==> src/rtl/cpu_regfile_pkg.sv <==
// rtl/cpu_regfile_pkg.sv - shared constants for the multi-port register file
// Holds the named register indices (fp, sp, first general register) and the
// default geometry used by cpu_regfile_mp and cpu_regfile_scoreboard.
package cpu_regfile_pkg;

    localparam int DEFAULT_DATA_W   = 32;
    localparam int DEFAULT_NUM_REGS = 16;
    localparam int DEFAULT_NUM_RD   = 2;

    localparam int REG_FP = 0;
    localparam int REG_SP = 1;
    localparam int REG_R0 = 2;

endpackage

==> src/rtl/cpu_regfile_scoreboard.sv <==
// rtl/cpu_regfile_scoreboard.sv - per-register busy bits with reserve/clear priority
// Ports:
//   clk_i, rst_i          clock, asynchronous active-low reset
//   write_enable_i        write strobe; clears busy of write_index_i
//   write_index_i         register being written
//   reserve_i             reserve strobe; sets busy of reserve_index_i
//   reserve_index_i       register being reserved
//   busy_o                registered busy bit per register
//   read_busy_o           busy view used by the read ports: the post-edge
//                         value when FWD_BUSY=1, the current value otherwise
module cpu_regfile_scoreboard
    import cpu_regfile_pkg::*;
#(
    parameter int NUM_REGS = DEFAULT_NUM_REGS,
    parameter int IDX_W    = $clog2(NUM_REGS),
    parameter bit FWD_BUSY = 1'b0
) (
    input  logic                clk_i,
    input  logic                rst_i,
    input  logic                write_enable_i,
    input  logic [IDX_W-1:0]    write_index_i,
    input  logic                reserve_i,
    input  logic [IDX_W-1:0]    reserve_index_i,
    output logic [NUM_REGS-1:0] busy_o,
    output logic [NUM_REGS-1:0] read_busy_o
);

    logic [NUM_REGS-1:0] busy_q;
    logic [NUM_REGS-1:0] busy_next;

    // Reserve beats a same-cycle write-clear: the new producer is still pending.
    for (genvar g = 0; g < NUM_REGS; g++) begin : g_busy
        assign busy_next[g] = (reserve_i && reserve_index_i == IDX_W'(g)) ? 1'b1 :
                              (write_enable_i && write_index_i == IDX_W'(g)) ? 1'b0 :
                              busy_q[g];
    end

    always_ff @(posedge clk_i or negedge rst_i) begin
        if (!rst_i) begin
            busy_q <= '0;
        end else begin
            busy_q <= busy_next;
        end
    end

    assign busy_o      = busy_q;
    assign read_busy_o = FWD_BUSY ? busy_next : busy_q;

endmodule

==> src/rtl/cpu_regfile_mp.sv <==
// rtl/cpu_regfile_mp.sv - multi-read-port register file with reservation scoreboard
// Optional feature macro: CPU_REGFILE_BYPASS_EN (write-to-read forwarding).
// Ports:
//   clk_i, rst_i          clock, asynchronous active-low reset
//   write_enable_i        write strobe
//   reg_write_index_i     write target index
//   value_i               write data
//   read_enable_i         read strobe shared by all ports
//   reg_read_index_i      packed read indices, port p in slice p
//   value_o               packed registered read data, port p in slice p
//   valid_o               per port: read source was not reserved
//   reserve_i             mark reserve_index_i as having a pending producer
//   reserve_index_i       register to reserve
//   busy_o                scoreboard bit per register
module cpu_regfile_mp
    import cpu_regfile_pkg::*;
#(
    parameter  int DATA_W   = DEFAULT_DATA_W,
    parameter  int NUM_REGS = DEFAULT_NUM_REGS,
    parameter  int NUM_RD   = DEFAULT_NUM_RD,
    localparam int IDX_W    = $clog2(NUM_REGS)
) (
    input  logic                     clk_i,
    input  logic                     rst_i,
    input  logic                     write_enable_i,
    input  logic [IDX_W-1:0]         reg_write_index_i,
    input  logic [DATA_W-1:0]        value_i,
    input  logic                     read_enable_i,
    input  logic [NUM_RD*IDX_W-1:0]  reg_read_index_i,
    output logic [NUM_RD*DATA_W-1:0] value_o,
    output logic [NUM_RD-1:0]        valid_o,
    input  logic                     reserve_i,
    input  logic [IDX_W-1:0]         reserve_index_i,
    output logic [NUM_REGS-1:0]      busy_o
);

`ifdef CPU_REGFILE_BYPASS_EN
    localparam bit BYPASS = 1'b1;
`else
    localparam bit BYPASS = 1'b0;
`endif

    logic [DATA_W-1:0]   regs [NUM_REGS];
    logic [NUM_REGS-1:0] read_busy;

    cpu_regfile_scoreboard #(
        .NUM_REGS (NUM_REGS),
        .IDX_W    (IDX_W),
        .FWD_BUSY (BYPASS)
    ) u_scoreboard (
        .clk_i           (clk_i),
        .rst_i           (rst_i),
        .write_enable_i  (write_enable_i),
        .write_index_i   (reg_write_index_i),
        .reserve_i       (reserve_i),
        .reserve_index_i (reserve_index_i),
        .busy_o          (busy_o),
        .read_busy_o     (read_busy)
    );

    for (genvar g = 0; g < NUM_REGS; g++) begin : g_reg
        logic [DATA_W-1:0] q;

        always_ff @(posedge clk_i or negedge rst_i) begin
            if (!rst_i) begin
                q <= '0;
            end else if (write_enable_i && reg_write_index_i == IDX_W'(g)) begin
                q <= value_i;
            end
        end

        assign regs[g] = q;
    end

    for (genvar p = 0; p < NUM_RD; p++) begin : g_rd
        logic [IDX_W-1:0]  idx;
        logic [DATA_W-1:0] rd_data;
        logic [DATA_W-1:0] val_q;
        logic              vld_q;

        assign idx = reg_read_index_i[p*IDX_W +: IDX_W];

`ifdef CPU_REGFILE_BYPASS_EN
        // A same-edge write to the read index is forwarded so the port sees
        // the value the register will hold after this edge.
        assign rd_data = (write_enable_i && reg_write_index_i == idx) ? value_i : regs[idx];
`else
        assign rd_data = regs[idx];
`endif

        always_ff @(posedge clk_i or negedge rst_i) begin
            if (!rst_i) begin
                val_q <= '0;
                vld_q <= 1'b0;
            end else if (read_enable_i) begin
                val_q <= rd_data;
                vld_q <= ~read_busy[idx];
            end
        end

        assign value_o[p*DATA_W +: DATA_W] = val_q;
        assign valid_o[p]                  = vld_q;
    end

endmodule

==> config.mk <==
export PLATFORM = sky130hd
export DESIGN_NAME = cpu_regfile_mp
export DESIGN_NICKNAME = d
export VERILOG_FILES = /design/src/rtl/cpu_regfile_pkg.sv /design/src/rtl/cpu_regfile_scoreboard.sv /design/src/rtl/cpu_regfile_mp.sv
export SDC_FILE = /design/constraint.sdc
export NUM_CORES = 1
export LEC_CHECK = 0
export ABC_CLOCK_PERIOD_IN_PS = 2000
export CORE_ASPECT_RATIO = 1.25
export CORE_UTILIZATION = 45
export CTS_CLUSTER_DIAMETER = 100
export CTS_CLUSTER_SIZE = 40
export DETAILED_ROUTE_END_ITERATION = 7
export SYNTH_ARGS = -nofsm -noshare
export SYNTH_HDL_FRONTEND = slang
export SYNTH_HIERARCHICAL = 1
export SYNTH_SLANG_ARGS = --single-unit
==> constraint.sdc <==
create_clock -name clk_i -period 2 [get_ports clk_i]
set_clock_uncertainty 0.2 [all_clocks]
set_input_delay 0.2 -clock clk_i [delete_from_list [all_inputs] [get_ports clk_i]]
set_output_delay 0.2 -clock clk_i [all_outputs]
set_load 0.05 [all_outputs]
* After elaboration in Yosys (flattened, before gate mapping)
Index checks and enable logic that the tools add are counted.
** Storage, ports and cells
- Bits in writable memories :: 0
- Bits in registers :: 594
- Memories kept :: 0
- Latch bits :: 0
- Input port bits :: 53
- Output and inout bits :: 82
- Bits in read-only memories :: 0
** Operators by class
- Multiplexer cells :: 42
- Eq/ne operators :: 30
- Div/mod/pow operators :: 0
- Multipliers :: 0
- Bitwise logic cells :: 4
- Add/sub/neg operators :: 0
- Reductions and logical operators :: 50
- Shifts and indexed selects :: 0
- Order comparisons :: 4
** Operators with widths (number)
- $bmux 32 s4 :: 2
- $mux 32 :: 4
- $eq 4x4->1 const B :: 16
- $mux 1 :: 34
- $eq 4x3->1 const B :: 8
- $logic_and 1x1->1 :: 32
- $reduce_bool 2->1 :: 16
- $eq 4x2->1 const B :: 4
- $ge 5x5->1 const B :: 2
- $lt 4x5->1 const B :: 2
- $not 4->5 :: 2
- $bmux 1 s4 :: 2
- $eq 4x1->1 const B :: 2
- $logic_not 4->1 :: 2
- $not 1->1 :: 2

* Logic depth before layout (Yosys ltp)
- Depth after elaboration :: 4
- Depth in mapped cells :: 7
- Mapped depth without buffers :: 4

* By module
Netlist, hierarchy kept.
** By module, submodules not included
- cpu_regfile_mp :: area each 29226.8 sq um, sequential area each 14463.9 sq um, instances 1, cells an instance 1841
- cpu_regfile_scoreboard :: area each 785.8 sq um, sequential area each 400.4 sq um, instances 1, cells an instance 80

* Least setup slack after synthesis
OpenSTA, ideal clock, no wires.
- Path kind :: in2reg
- From :: input port reg_read_index_i[2]
- To :: register g_rd[0].val_q[0]
- Slack :: 0.160 ns
- Cell stages on the path :: 6
- Buffers on the path :: 2
- Arrival time :: 1.502 ns
- Data required time :: 1.663 ns
- Library setup time :: 0.137 ns
- Cells stage by stage :: buf_6 -> buf_2 -> mux4_2 -> mux2_2 -> o22ai_1 -> a21oi_1
** Between the ends
- Cells in the longest elaborated chain, start to end :: 4
** RTL lines
- start: declaration :: RTL line cpu_regfile_mp.sv:29 : input logic [NUM_RD*IDX_W-1:0] reg_read_index_i,
- $not 4->5 (not written as such) :: RTL line cpu_regfile_mp.sv:88 : assign rd_data = regs[idx];
- $bmux 32 s4 :: RTL line cpu_regfile_mp.sv:88
- $mux 32 (not written as such) (2 in series) :: RTL line cpu_regfile_mp.sv:88
- end signal: assignment :: RTL line cpu_regfile_mp.sv:96 : val_q <= rd_data;
- end: declaration :: RTL line cpu_regfile_mp.sv:78 : logic [DATA_W-1:0] val_q;
No other way between the ends. The select of a mux whose other input is x is not followed.
A chain may end at the register's enable or synchronous reset.

* Worst setup path in the final report
- From :: register u_scoreboard.busy_q[5] (netlist: u_scoreboard/busy_o[5])
- To :: output port busy_o[5]
** RTL lines
- start: declaration :: RTL line cpu_regfile_scoreboard.sv:28 : logic [NUM_REGS-1:0] busy_q;
- start signal: assignment :: RTL line cpu_regfile_scoreboard.sv:42 : busy_q <= busy_next;
- end: declaration :: RTL line cpu_regfile_mp.sv:34 : output logic [NUM_REGS-1:0] busy_o
No word-level cell between the ends.

==> metrics.md <==
| Metric | Value |
|---|---|
| Worst-Skew Late Latency | `0.61 ns` |
| # fillers | `between 5000 and 6000` |
| Congestion Overflow GR | `0` |
| WP buf/inv | `1` |
| TritonCTS clock tree | `built` |
| Static leakage | `14.0 nW` |
| Post-Route Utilization | `52.1%` |
| Final Hold Fails | `0` |
| Sw frac | `31.7%` |
| Actual slew at the worst max-slew pin | `between 0.9 and 1 ns` |
| Flop-to-flop setup slack | `around 0.26 ns` |
| Vias in the first global route | `just under 20000` |
| First drt pass iteration count | `5` |
| Seq pwr share | `51.2%` |
| Cell family with most CP delay | `buffers and inverters` |
| Final worst-path cycle share | `97.2%` |
| Peak supply drop | `0.000783 V` |
| Sink Count | `594` |
| Library cells used by synthesis | `28` |
| DR iter-0 viols | `1215` |
| Max Clk Rate | `514 MHz` |
| Layout cells sized above 1 | `54.3%` |
| Crit Path Max Fanout | `4` |
| Path depth of the worst reg2reg path | `4` |
| R2R Path End | `g_rd[0].val_q[1]` |
| Outcome | `complete, no violations` |
| Sequential fraction of the synthesis area | `49.5%` |
| Final setup violating endpoints | `0` |
| Setup bufs post-CTS | `0` |
| HP Class | `primary input to asynchronous set/reset pin` |
| Post-Syn Nets | `1974` |
| Max-cap viol count | `0` |
| Routability cong. | `0.809` |
| Relative max-transition margin | `approximately 37%` |
| Initial core utilization | `45.6%` |
| Layout Cells excl Fill | `2906` |
| Syn. warnings | `6` |
| Post-Place Worst Slack | `-0.351 ns` |
| Yosys reg bits | `594` |
| Core footprint | `0.0658 mm²` |
| Crit. Startpoint | `u_scoreboard/busy_o[5]` |
| Worst endpoint required time | `1.60 ns` |
| Die ar. | `0.0677 mm²` |
| DRC Markers | `0` |
| Area of placed instances | `0.0334 mm²` |
| Setup crit start kind | `flop` |
| Die W | `roughly 230 µm` |
| Antenna violations before repair | `3` |
| Int Power | `roughly 23 mW` |
| H-tree levels | `1` |
| Comb power frac | `between 20% and 30%` |
| Root Buffer | `clkbuf_16` |
| Number of vias per cell | `6.35` |
| Reg clk slew, reported paths | `0.15 ns` |
| Final ANT Viol Nets | `0` |
| Post-route cell area | `0.0343 mm²` |
| CTS Buf Count | `22` |
| Clock tree buffer depth | `3` |
| Placed cells | `around 2900` |
| Final WS setup | `0.0554 ns` |
| Max stage delay on crit path | `0.52 ns` |
| Pin count of the biggest net entering global routing | `100` |
| RR Startpoint | `g_reg[14].q[1]` |
| Part of the power in the clock network | `20.1%` |
| All-Layer GR Usage | `26.2%` |
| Port Buf Inserts | `between 100 and 150` |
| Fin crit period | `a little under 2 ns` |
| DP HPWL | `57000 µm` |
| Pwr Density | `966 mW/mm²` |
| RSZ-0062 raised after global routing | `false` |
| CP cell instances | `clkdlybuf4s15_1` |
| Max Slew Vio Count | `0` |
| Syn avg cell area | `between 15 and 20 µm²` |
| WL/cell | `roughly 30 µm` |
| Area Growth Syn to Fin | `14.2%` |
| Vias | `18400` |
| Hold_ws | `0.0454 ns` |
| First-pass GRT wire length | `about 130000 µm` |
| Die height | `a little under 300 µm` |
| Synthesized instance count | `around 1900` |
| Final #Nets | `2090` |
| Row Count | `105` |
| CP max stage cell | `clkdlybuf4s15_1` |
| CP arrival | `1.54 ns` |
| Post-Route WL | `approximately 86000 µm` |
| Number of diodes | `0` |
| Critical Path End Type | `primary output` |
| Crit Path Class | `flop to primary output` |
| Synthesized cell area | `about 0.03 mm²` |
| Ports | `about 140` |
| P_sw | `10.5 mW` |
==> cells in the mapped netlist <==
master | n | area share, %
dfrtp_1 | 594 | 50
mux2_2 | 557 | 21
mux4_2 | 264 | 20
o22ai_1 | 126 | 2.6
clkbuf_1 | 87 | 1.1
buf_2 | 81 | 1.4
a21oi_1 | 66 | 1.1
buf_4 | 32 | 0.80
o21ai_0 | 22 | 0.37
mux2_1 | 19 | 0.71
nor2_1 | 12 | 0.15
o21ai_1 | 10 | 0.17
nand2b_1 | 9 | 0.19
nand3b_1 | 7 | 0.18
mux2i_1 | 6 | 0.20
nand2_1 | 6 | 0.075
buf_12 | 4 | 0.27
nand3_1 | 3 | 0.050
or3_1 | 3 | 0.063
buf_6 | 2 | 0.075
o22ai_2 | 2 | 0.083
or2_1 | 2 | 0.042
or2_2 | 2 | 0.042
and3_1 | 1 | 0.021
buf_1 | 1 | 0.012
nor3b_2 | 1 | 0.042
or3b_1 | 1 | 0.029
or3b_4 | 1 | 0.038
==> cell families after synthesis <==
kind of cell / share of synthesized area, %
DFF: 49.5
and+or+nand+nor: 0.913
muxes: 41.6
AOI/OAI and AO/OA: 4.34
buffers and inverters: 3.59
==> layer usage <==
layer  GRT usage (%)  up-vias  share of wire [%]
li1                -     7678                  -
met1            36.4    10200                 43
met2            44.8      446                 51
met3            2.34       90                3.5
met4            5.52        4                2.0
met5               0        -              0.031
==> layout make-up <==
cell class	count	area, µm²	share of cell area, %
Sequential cell	594	14900	43.4
Multi-Input combinational cell	1120	14200	41.3
Timing Repair Buffer	299	3370	9.83
Tap cell	856	1070	3.13
Clock buffer	24	579	1.69
Clock inverter	13	226	0.661
==> timing repair <==
item                                    CTS  global route
resized for setup                        37            10
hold endpoints to repair                612             0
hold buffers                              6             0
endpoints found under the setup margin   26            10
==> metrics by stage <==
step | total power [mW] | TNS [ns]
global placement | 26.4 | -122.34
CTS | 33.4 | 0
global route | 34.8 | 0
finish | 33.1 | 0
floorplan | 23.6 | 0
detailed placement | 26.8 | -133.94
==> worst max-delay path by stage <==
stage	end	slack, ns	cells past startpoint
floorplan	g_rd[0].val_q[0]	0.16	6
global placement	g_reg[13].q[14]	-0.32	6
detailed placement	g_reg[13].q[9]	-0.35	6
CTS	busy_o[13]	0.002	1
global route	busy_o[5]	0.002	1
finish	busy_o[5]	0.06	1
==> power by group through the flow <==
stage | clock (mW) | combinational [mW] | sequential [mW]
after floorplan | 0 | 6.11 | 17.5
after global routing | 7.27 | 10.1 | 17.3
after detailed placement | 0 | 9.63 | 17.2
after global placement | 0 | 9.43 | 17.0
final | 6.66 | 9.51 | 16.9
after CTS | 6.85 | 9.60 | 16.9
==> registers in the layout, summed over array words and instances, names as in the netlist <==
signal,count
g.q,512
g_rd.val_q,64
g_rd.vld_q,2
u_scoreboard/busy_o,16
==> placed cells by master (no fill, tap or decap), types with 2 or more instances in the layout <==
cell / instances
nand3b_1: 7
or2_2: 2
or2_1: 2
dlygate4sd2_1: 13
nand2b_1: 6
nand2_2: 3
a21oi_1: 66
mux2_1: 19
dfrtp_1: 594
clkdlybuf4s50_1: 44
inv_6: 2
o22ai_2: 2
o21ai_0: 22
mux2_2: 557
inv_16: 2
dlygate4sd3_1: 6
clkbuf_16: 23
buf_4: 142
buf_12: 76
nor2_1: 3
nand2_1: 3
clkdlybuf4s15_1: 5
clkbuf_2: 6
buf_6: 3
clkdlybuf4s15_2: 2
or3_2: 3
nand3_1: 3
o22ai_1: 126
mux2i_1: 6
nand2b_2: 3
clkinv_16: 3
mux4_2: 264
o21ai_1: 10
nor2_4: 9
Power figures use the tool's default switching activity.
